$ cat config.mk
export PLATFORM = sky130hd
export DESIGN_NAME = mdio_wb_bridge
export DESIGN_NICKNAME = d
export VERILOG_FILES = /design/src/rtl/mdio_wb_bridge.sv
export SDC_FILE = /design/constraint.sdc
export NUM_CORES = 1
export LEC_CHECK = 0
export BUFFER_PORTS_ARGS = -buffer_cell sky130_fd_sc_hd__buf_2
export CAP_MARGIN = 40
export CORE_MARGIN = 4
export CORE_UTILIZATION = 54
export DETAILED_ROUTE_END_ITERATION = 6
export GPL_TIMING_DRIVEN = 0
export PLACE_DENSITY = 0.74
export SLEW_MARGIN = 0
export SYNTH_ARGS = -nofsm -noshare
export SYNTH_HDL_FRONTEND = slang
export SYNTH_SLANG_ARGS = --single-unit
$ cat constraint.sdc
create_clock -name clk -period 2.7 [get_ports clk]
set_clock_uncertainty 0.05 [all_clocks]
set_input_delay 0.135 -clock clk [delete_from_list [all_inputs] [get_ports clk]]
set_output_delay 0.135 -clock clk [all_outputs]
set_load 0.02 [all_outputs]
$ cat src/rtl/mdio_wb_bridge.sv
// Clause 22 MDIO slave that decodes management frames into single wishbone cycles.
// Optional: define MDIO_BROADCAST_EN to also execute write frames addressed to PHY address 0.

module mdio_wb_bridge #(
  parameter logic [4:0] PHYAD         = 5'd0,
  parameter int         PREAMBLE_BITS = 32
) (
  input  logic        clk,
  input  logic        rst_n,
  input  logic        mdc,
  input  logic        mdio_i,
  output logic        mdio_o,
  output logic        mdio_oe,
  output logic        wb_cyc,
  output logic        wb_stb,
  output logic        wb_we,
  output logic [4:0]  wb_addr,
  output logic [15:0] wb_data_write,
  input  logic [15:0] wb_data_read,
  input  logic        wb_ack,
  input  logic        wb_err
);

  typedef enum logic [2:0] {
    S_PREAMBLE,
    S_ST,
    S_OP,
    S_PHYAD,
    S_REGAD,
    S_TA,
    S_DATA
  } state_t;

  localparam logic [5:0] PRE_SAT = 6'(PREAMBLE_BITS);

  logic [1:0]  r_mdc_sync;
  logic [1:0]  r_mdio_sync;
  logic        r_mdc_prev;
  logic        w_bit_stb;
  logic        w_bit;

  state_t      r_state;
  state_t      w_next_state;
  logic [3:0]  r_bit_cnt;
  logic [5:0]  r_ones;
  logic [14:0] r_shift;
  logic        r_is_read;
  logic        r_match;
  logic [4:0]  r_regad;

  logic        r_mdio_o;
  logic        r_mdio_oe;
  logic        r_wb_cyc;
  logic        r_wb_we;
  logic [4:0]  r_wb_addr;
  logic [15:0] r_wb_data;
  logic [15:0] r_rd_data;
  logic        r_rd_valid;
  logic        r_rd_pending;

  logic [1:0]  w_op;
  logic [4:0]  w_field5;
  logic        w_match;
  logic        w_serve;
  logic        w_rd_term;

  always_ff @(posedge clk or negedge rst_n) begin
    if (!rst_n) begin
      r_mdc_sync  <= 2'b00;
      r_mdio_sync <= 2'b00;
      r_mdc_prev  <= 1'b0;
    end else begin
      // NOTE: sequential state always uses non-blocking assignments so every flop samples pre-edge values.
      r_mdc_sync  <= {r_mdc_sync[0], mdc};
      r_mdio_sync <= {r_mdio_sync[0], mdio_i};
      r_mdc_prev  <= r_mdc_sync[1];
    end
  end

  assign w_bit_stb = r_mdc_sync[1] & ~r_mdc_prev;
  assign w_bit     = r_mdio_sync[1];
  assign w_op      = {r_shift[0], w_bit};
  assign w_field5  = {r_shift[3:0], w_bit};
  assign w_serve   = r_match;
  assign w_rd_term = r_wb_cyc & (wb_ack | wb_err) & r_rd_pending;

`ifdef MDIO_BROADCAST_EN
  assign w_match = (w_field5 == PHYAD) || (!r_is_read && (w_field5 == 5'd0));
`else
  assign w_match = (w_field5 == PHYAD);
`endif

  always_ff @(posedge clk or negedge rst_n) begin
    if (!rst_n) r_state <= S_PREAMBLE;
    else        r_state <= w_next_state;
  end

  always_comb begin
    // NOTE: default assigned first so no path leaves the output unassigned and infers a latch.
    w_next_state = r_state;
    if (w_bit_stb) begin
      case (r_state)
        S_PREAMBLE: if (!w_bit && (r_ones == PRE_SAT)) w_next_state = S_ST;
        S_ST:       w_next_state = w_bit ? S_OP : S_PREAMBLE;
        S_OP: begin
          if (r_bit_cnt[0])
            w_next_state = ((w_op == 2'b10) || (w_op == 2'b01)) ? S_PHYAD : S_PREAMBLE;
        end
        S_PHYAD:    if (r_bit_cnt == 4'd4) w_next_state = S_REGAD;
        S_REGAD:    if (r_bit_cnt == 4'd4) w_next_state = S_TA;
        S_TA:       if (r_bit_cnt[0]) w_next_state = S_DATA;
        S_DATA:     if (r_bit_cnt == 4'd15) w_next_state = S_PREAMBLE;
        default:    w_next_state = S_PREAMBLE;
      endcase
    end
  end

  always_ff @(posedge clk or negedge rst_n) begin
    if (!rst_n) begin
      r_bit_cnt    <= 4'd0;
      r_ones       <= 6'd0;
      r_shift      <= 15'd0;
      r_is_read    <= 1'b0;
      r_match      <= 1'b0;
      r_regad      <= 5'd0;
      r_mdio_o     <= 1'b1;
      r_mdio_oe    <= 1'b0;
      r_wb_cyc     <= 1'b0;
      r_wb_we      <= 1'b0;
      r_wb_addr    <= 5'd0;
      r_wb_data    <= 16'd0;
      r_rd_data    <= 16'hFFFF;
      r_rd_valid   <= 1'b0;
      r_rd_pending <= 1'b0;
    end else begin
      // Termination comes first so that a same-clock frame action can override it.
      if (r_wb_cyc && (wb_ack || wb_err)) begin
        r_wb_cyc <= 1'b0;
        if (r_rd_pending) begin
          r_rd_data    <= wb_err ? 16'hFFFF : wb_data_read;
          r_rd_valid   <= 1'b1;
          r_rd_pending <= 1'b0;
        end
      end

      if (w_bit_stb) begin
        r_shift   <= {r_shift[13:0], w_bit};
        r_bit_cnt <= (w_next_state != r_state) ? 4'd0 : r_bit_cnt + 4'd1;
        if ((r_state == S_PREAMBLE) && w_bit)
          r_ones <= (r_ones == PRE_SAT) ? r_ones : r_ones + 6'd1;
        else
          r_ones <= 6'd0;

        case (r_state)
          S_OP:    if (r_bit_cnt[0]) r_is_read <= (w_op == 2'b10);
          S_PHYAD: if (r_bit_cnt == 4'd4) r_match <= w_match;
          S_REGAD: begin
            if (r_bit_cnt == 4'd4) begin
              r_regad    <= w_field5;
              r_rd_valid <= 1'b0;
              if (r_is_read && w_serve) begin
                if (r_wb_cyc) begin
                  r_rd_data  <= 16'hFFFF;
                  r_rd_valid <= 1'b1;
                end else begin
                  r_wb_cyc     <= 1'b1;
                  r_wb_we      <= 1'b0;
                  r_wb_addr    <= w_field5;
                  r_rd_pending <= 1'b1;
                end
              end
            end
          end
          S_TA: begin
            if (r_is_read && w_serve) begin
              if (!r_bit_cnt[0]) begin
                r_mdio_oe <= 1'b1;
                r_mdio_o  <= 1'b0;
                // Slave too slow: answer all-ones and orphan the outstanding cycle.
                if (!r_rd_valid && !w_rd_term) begin
                  r_rd_data    <= 16'hFFFF;
                  r_rd_valid   <= 1'b1;
                  r_rd_pending <= 1'b0;
                end
              end else begin
                r_mdio_o  <= r_rd_data[15];
                r_rd_data <= {r_rd_data[14:0], 1'b1};
              end
            end
          end
          S_DATA: begin
            if (r_is_read && w_serve) begin
              if (r_bit_cnt == 4'd15) begin
                r_mdio_oe <= 1'b0;
                r_mdio_o  <= 1'b1;
              end else begin
                r_mdio_o  <= r_rd_data[15];
                r_rd_data <= {r_rd_data[14:0], 1'b1};
              end
            end else if (!r_is_read && w_serve && (r_bit_cnt == 4'd15) && !r_wb_cyc) begin
              r_wb_cyc  <= 1'b1;
              r_wb_we   <= 1'b1;
              r_wb_addr <= r_regad;
              r_wb_data <= {r_shift, w_bit};
            end
          end
          default: ;
        endcase
      end
    end
  end

  assign mdio_o        = r_mdio_o;
  assign mdio_oe       = r_mdio_oe;
  assign wb_cyc        = r_wb_cyc;
  assign wb_stb        = r_wb_cyc;
  assign wb_we         = r_wb_we;
  assign wb_addr       = r_wb_addr;
  assign wb_data_write = r_wb_data;

endmodule

==> impl_results.md <==
- Post-Syn Nets: about 530
- Clock H-tree levels: 3
- TritonCTS clock tree: built
- Gate count of the mapped netlist: approximately 500
- Post-route worst setup slack: between 200 and 250 ps
- Filler instances: a little over 700
- Summed instance area of the synthesized netlist: between 0.004 and 0.005 mm2
- Endpoints failing hold: 0
- Most instantiated cells after synthesis: sky130_fd_sc_hd__nand2_1, sky130_fd_sc_hd__dfrtp_1, sky130_fd_sc_hd__o21ai_0
- Leakage Power: between 2 and 2.5 nW
- Layout cells sized above 1: 0.231
- Final cycle utilization of the critical path: 0.910
- Worst slack after detailed placement: 47.2 ps
- Simple-Gate Fraction of Synth Area: 0.193
- Share of synthesized area spent on multiplexers: 0.0592
- Library cell used as clock root buffer: sky130_fd_sc_hd__clkbuf_8
- Crit start category: flop
- Type of the worst setup path: flop to flop
- Post-Route Utilization: 0.638
- Seq/Total Area, Yosys: 0.452
- Area of the core region: ~0.0083 mm2
- Final estimated routing congestion in global placement: approximately 0.9
- Hold Worst Slack: ~110 ps
- Count of input and output buffers: 46
- Share of the synthesized netlist area taken by xor and xnor gates: 0.00188
- Routed wire length on met3: 973 um
- Number of iterations in the first detailed-routing pass: 5
- Multi-input gate area: about 0.0023 mm2
- Antenna violations before repair: 0
- Synthesized-area fraction occupied by ao, oa, aoi and oai cells: 0.228
- Total die area: between 0.01 and 0.015 mm2
- Power density over the cells: roughly 570 mW/mm2
- Number of standard-cell rows in the floorplan: 33
- DRC marker count from the first detailed-route iteration: between 200 and 300
- Number of nets at the end of the flow: 595
- Post-synthesis adder-cell area fraction: 0.0162
- Most frequently used cell type in the post-synthesis netlist: sky130_fd_sc_hd__nand2_1
- TNS Setup: 0 ps
- Total global-route track usage: 0.260
- Crit path arrival time: 2710 ps
- CP Capture Type: flop
- Wire length per cell after detailed routing: 18.4 um
- Worst-Skew Late Latency: between 300 and 400 ps
- Metal2 WL: about 6000 um
- Post-Synthesis Mean Instance Area: slightly above 9 um2
- Storage element area: 0.00210 mm2
- Number of warnings issued by yosys: 0
- Die width: around 100 um
- Top Metal Used: met4
- Count of nets left with antenna violations after detail routing: 0
- Top cells by area, synth: sky130_fd_sc_hd__dfrtp_1, sky130_fd_sc_hd__dfstp_2, sky130_fd_sc_hd__nand2_1
- FFs w/ async S/R, synth: 1.00
- Maximum resistive drop on vdd: roughly 0.00046 V
- Total of flip-flops plus latches after synthesis: 83
- Grt total ovfl: 0
- Number of enable flip-flop cells after synthesis: 0
- Max_cap viols: 0
- Detailed-route wire length: about 12000 um
- Total number of vias: ~4200
- Clock-pin transition on the worst setup and hold timing paths: 90 ps
- I/O pin count: between 40 and 50
- Data required time of the critical path: ~3000 ps
- Antenna cell count: 0
- Vias per std cell: between 6 and 7
- Number of sinks on the clock net: 83
- Final setup violation count: 0
- Vias in the first global route: 4079
- Top cell type by total area after synthesis: sky130_fd_sc_hd__dfrtp_1
- Max-Slew Margin vs Limit: 0.408
- Achievable frequency: approximately 0.41 GHz
- Class of the tightest hold or removal check: input pin to flop
- Power consumption: between 3 and 4 mW
- Distinct cells, synth: 65
- Shortest period the worst path allows: 2460 ps
- Top cell type's share of synthesized area: 0.355
- Die Y-Extent: ~100 um
- Wl on met1: between 5000 and 6000 um
- Syn-to-layout area delta: 14.0%
- CTS buffer count: 9
- Least-Margin Pin Slew: between 800 and 900 ps
- Buffer depth of the longest clock path: 2
- Effective utilization at floorplan: 0.560
- Max-slew violation total from the final report: 0
- Global-route wire length before repair: 20800 um
- RSZ-0062 raised after global routing: false
- Result of the run: finished clean
- Number of remaining DRC errors: 0
- Maximum number of pins on one net before global-route repair: 48
- Half-perimeter wire length after placement: between 8000 and 9000 um
- Flip-flop cell with the highest count after synthesis: sky130_fd_sc_hd__dfrtp_1
- Main combinational cell family by area after synthesis: compound AO/OA/AOI/OAI gates
- Crit path max fanout: 10
## layout by cell type, fill, tap and decap left out, types with 7 or more instances in the layout
cell,netlist,layout
sky130_fd_sc_hd__dfrtp_1,66,66
sky130_fd_sc_hd__nand2_1,85,85
sky130_fd_sc_hd__o21ai_0,46,46
sky130_fd_sc_hd__nor3_1,12,12
sky130_fd_sc_hd__nand3_1,15,15
sky130_fd_sc_hd__o22a_1,10,10
sky130_fd_sc_hd__a21o_1,7,7
sky130_fd_sc_hd__dfstp_2,17,17
sky130_fd_sc_hd__inv_1,12,12
sky130_fd_sc_hd__mux2_2,20,20
sky130_fd_sc_hd__a21oi_1,29,29
sky130_fd_sc_hd__buf_2,10,55
sky130_fd_sc_hd__buf_4,4,8
sky130_fd_sc_hd__clkbuf_8,0,9
sky130_fd_sc_hd__clkbuf_1,21,20
sky130_fd_sc_hd__nor2_1,23,23
sky130_fd_sc_hd__a31oi_1,8,7
## path summary, 6_finish.rpt
check,startpoint,end,slack [ps],cells past startpoint
min in group asynchronous,rst_n,r_bit_cnt[3],230,2
max in group asynchronous,rst_n,r_rd_data[1],1730,3
worst max-delay path,r_bit_cnt[0],r_rd_data[7],240,8
worst max register to register,r_bit_cnt[0],r_rd_data[7],240,8
worst min-delay path,wb_data_read[14],r_rd_data[14],110,3
worst min register to register,r_mdio_sync[0],r_mdio_sync[1],300,0
## critical path, cell delays in order, from the launching register on
cell                       delay, ps
sky130_fd_sc_hd__dfrtp_1         530
sky130_fd_sc_hd__inv_1           240
sky130_fd_sc_hd__ha_1            190
sky130_fd_sc_hd__and3b_1         160
sky130_fd_sc_hd__clkbuf_1        290
sky130_fd_sc_hd__nand3_1         320
sky130_fd_sc_hd__o21ai_0         250
sky130_fd_sc_hd__a21oi_1          90
sky130_fd_sc_hd__a221o_1         270
## final cells by class
cell class / count / area share
flip-flops and latches: 83 / 0.396
inverters: 12 / 0.00850
multi-input cells: 371 / 0.439
clock buffers: 9 / 0.0234
well taps: 105 / 0.0248
repair buffers: 53 / 0.0590
clock inverters: 7 / 0.0151
plain buffers: 37 / 0.0342
## power by group
group	internal, mW	switching [mW]	leakage (nW)
registers	1.35	0.115	1.07
clock network	0.442	0.506	0.103
logic	0.221	0.374	1.25
## repair_timing
| action | 4_1_cts | 5_1_grt |
|---|---|---|
| hold endpoints to repair | 31 | 0 |
| setup buffers | 0 | 3 |
| hold buffers | 3 | 0 |
| resized for setup | 0 | 1 |
| setup endpoints to repair | 0 | 18 |
## through the flow
stage	cell area, um2	cells
final	5300	677
after detailed placement	5040	656
after global placement	5010	655
after global routing	5300	677
after floorplan	4650	504
after CTS	5270	675
## layer usage
metal,global-route usage,vias up
li1,-,1967
met1,0.361,2007
met2,0.407,185
met3,0.0498,37
met4,0.0922,0
met5,0,-
## state kept, by name, indices dropped and copies added, names as in the netlist, 2 cells and up
register	cells
r_shift	15
wb_addr	5
r_regad	5
r_mdio_sync	2
r_state	3
r_bit_cnt	4
wb_data_write	16
r_mdc_sync	2
r_rd_data	16
r_ones	6
## cell families (layout without fill, tap and decap cells)
group / count (synthesis) / after routing
AO/OA/AOI/OAI: 159 / 159
XOR/XNOR: 1 / 1
adder cells (fa/ha/maj): 6 / 6
buffers and inverters: 50 / 118
flip-flops: 83 / 83
multiplexers: 25 / 25
AND/OR/NAND/NOR: 180 / 180
No activity file was read; power rests on OpenSTA's default activity.
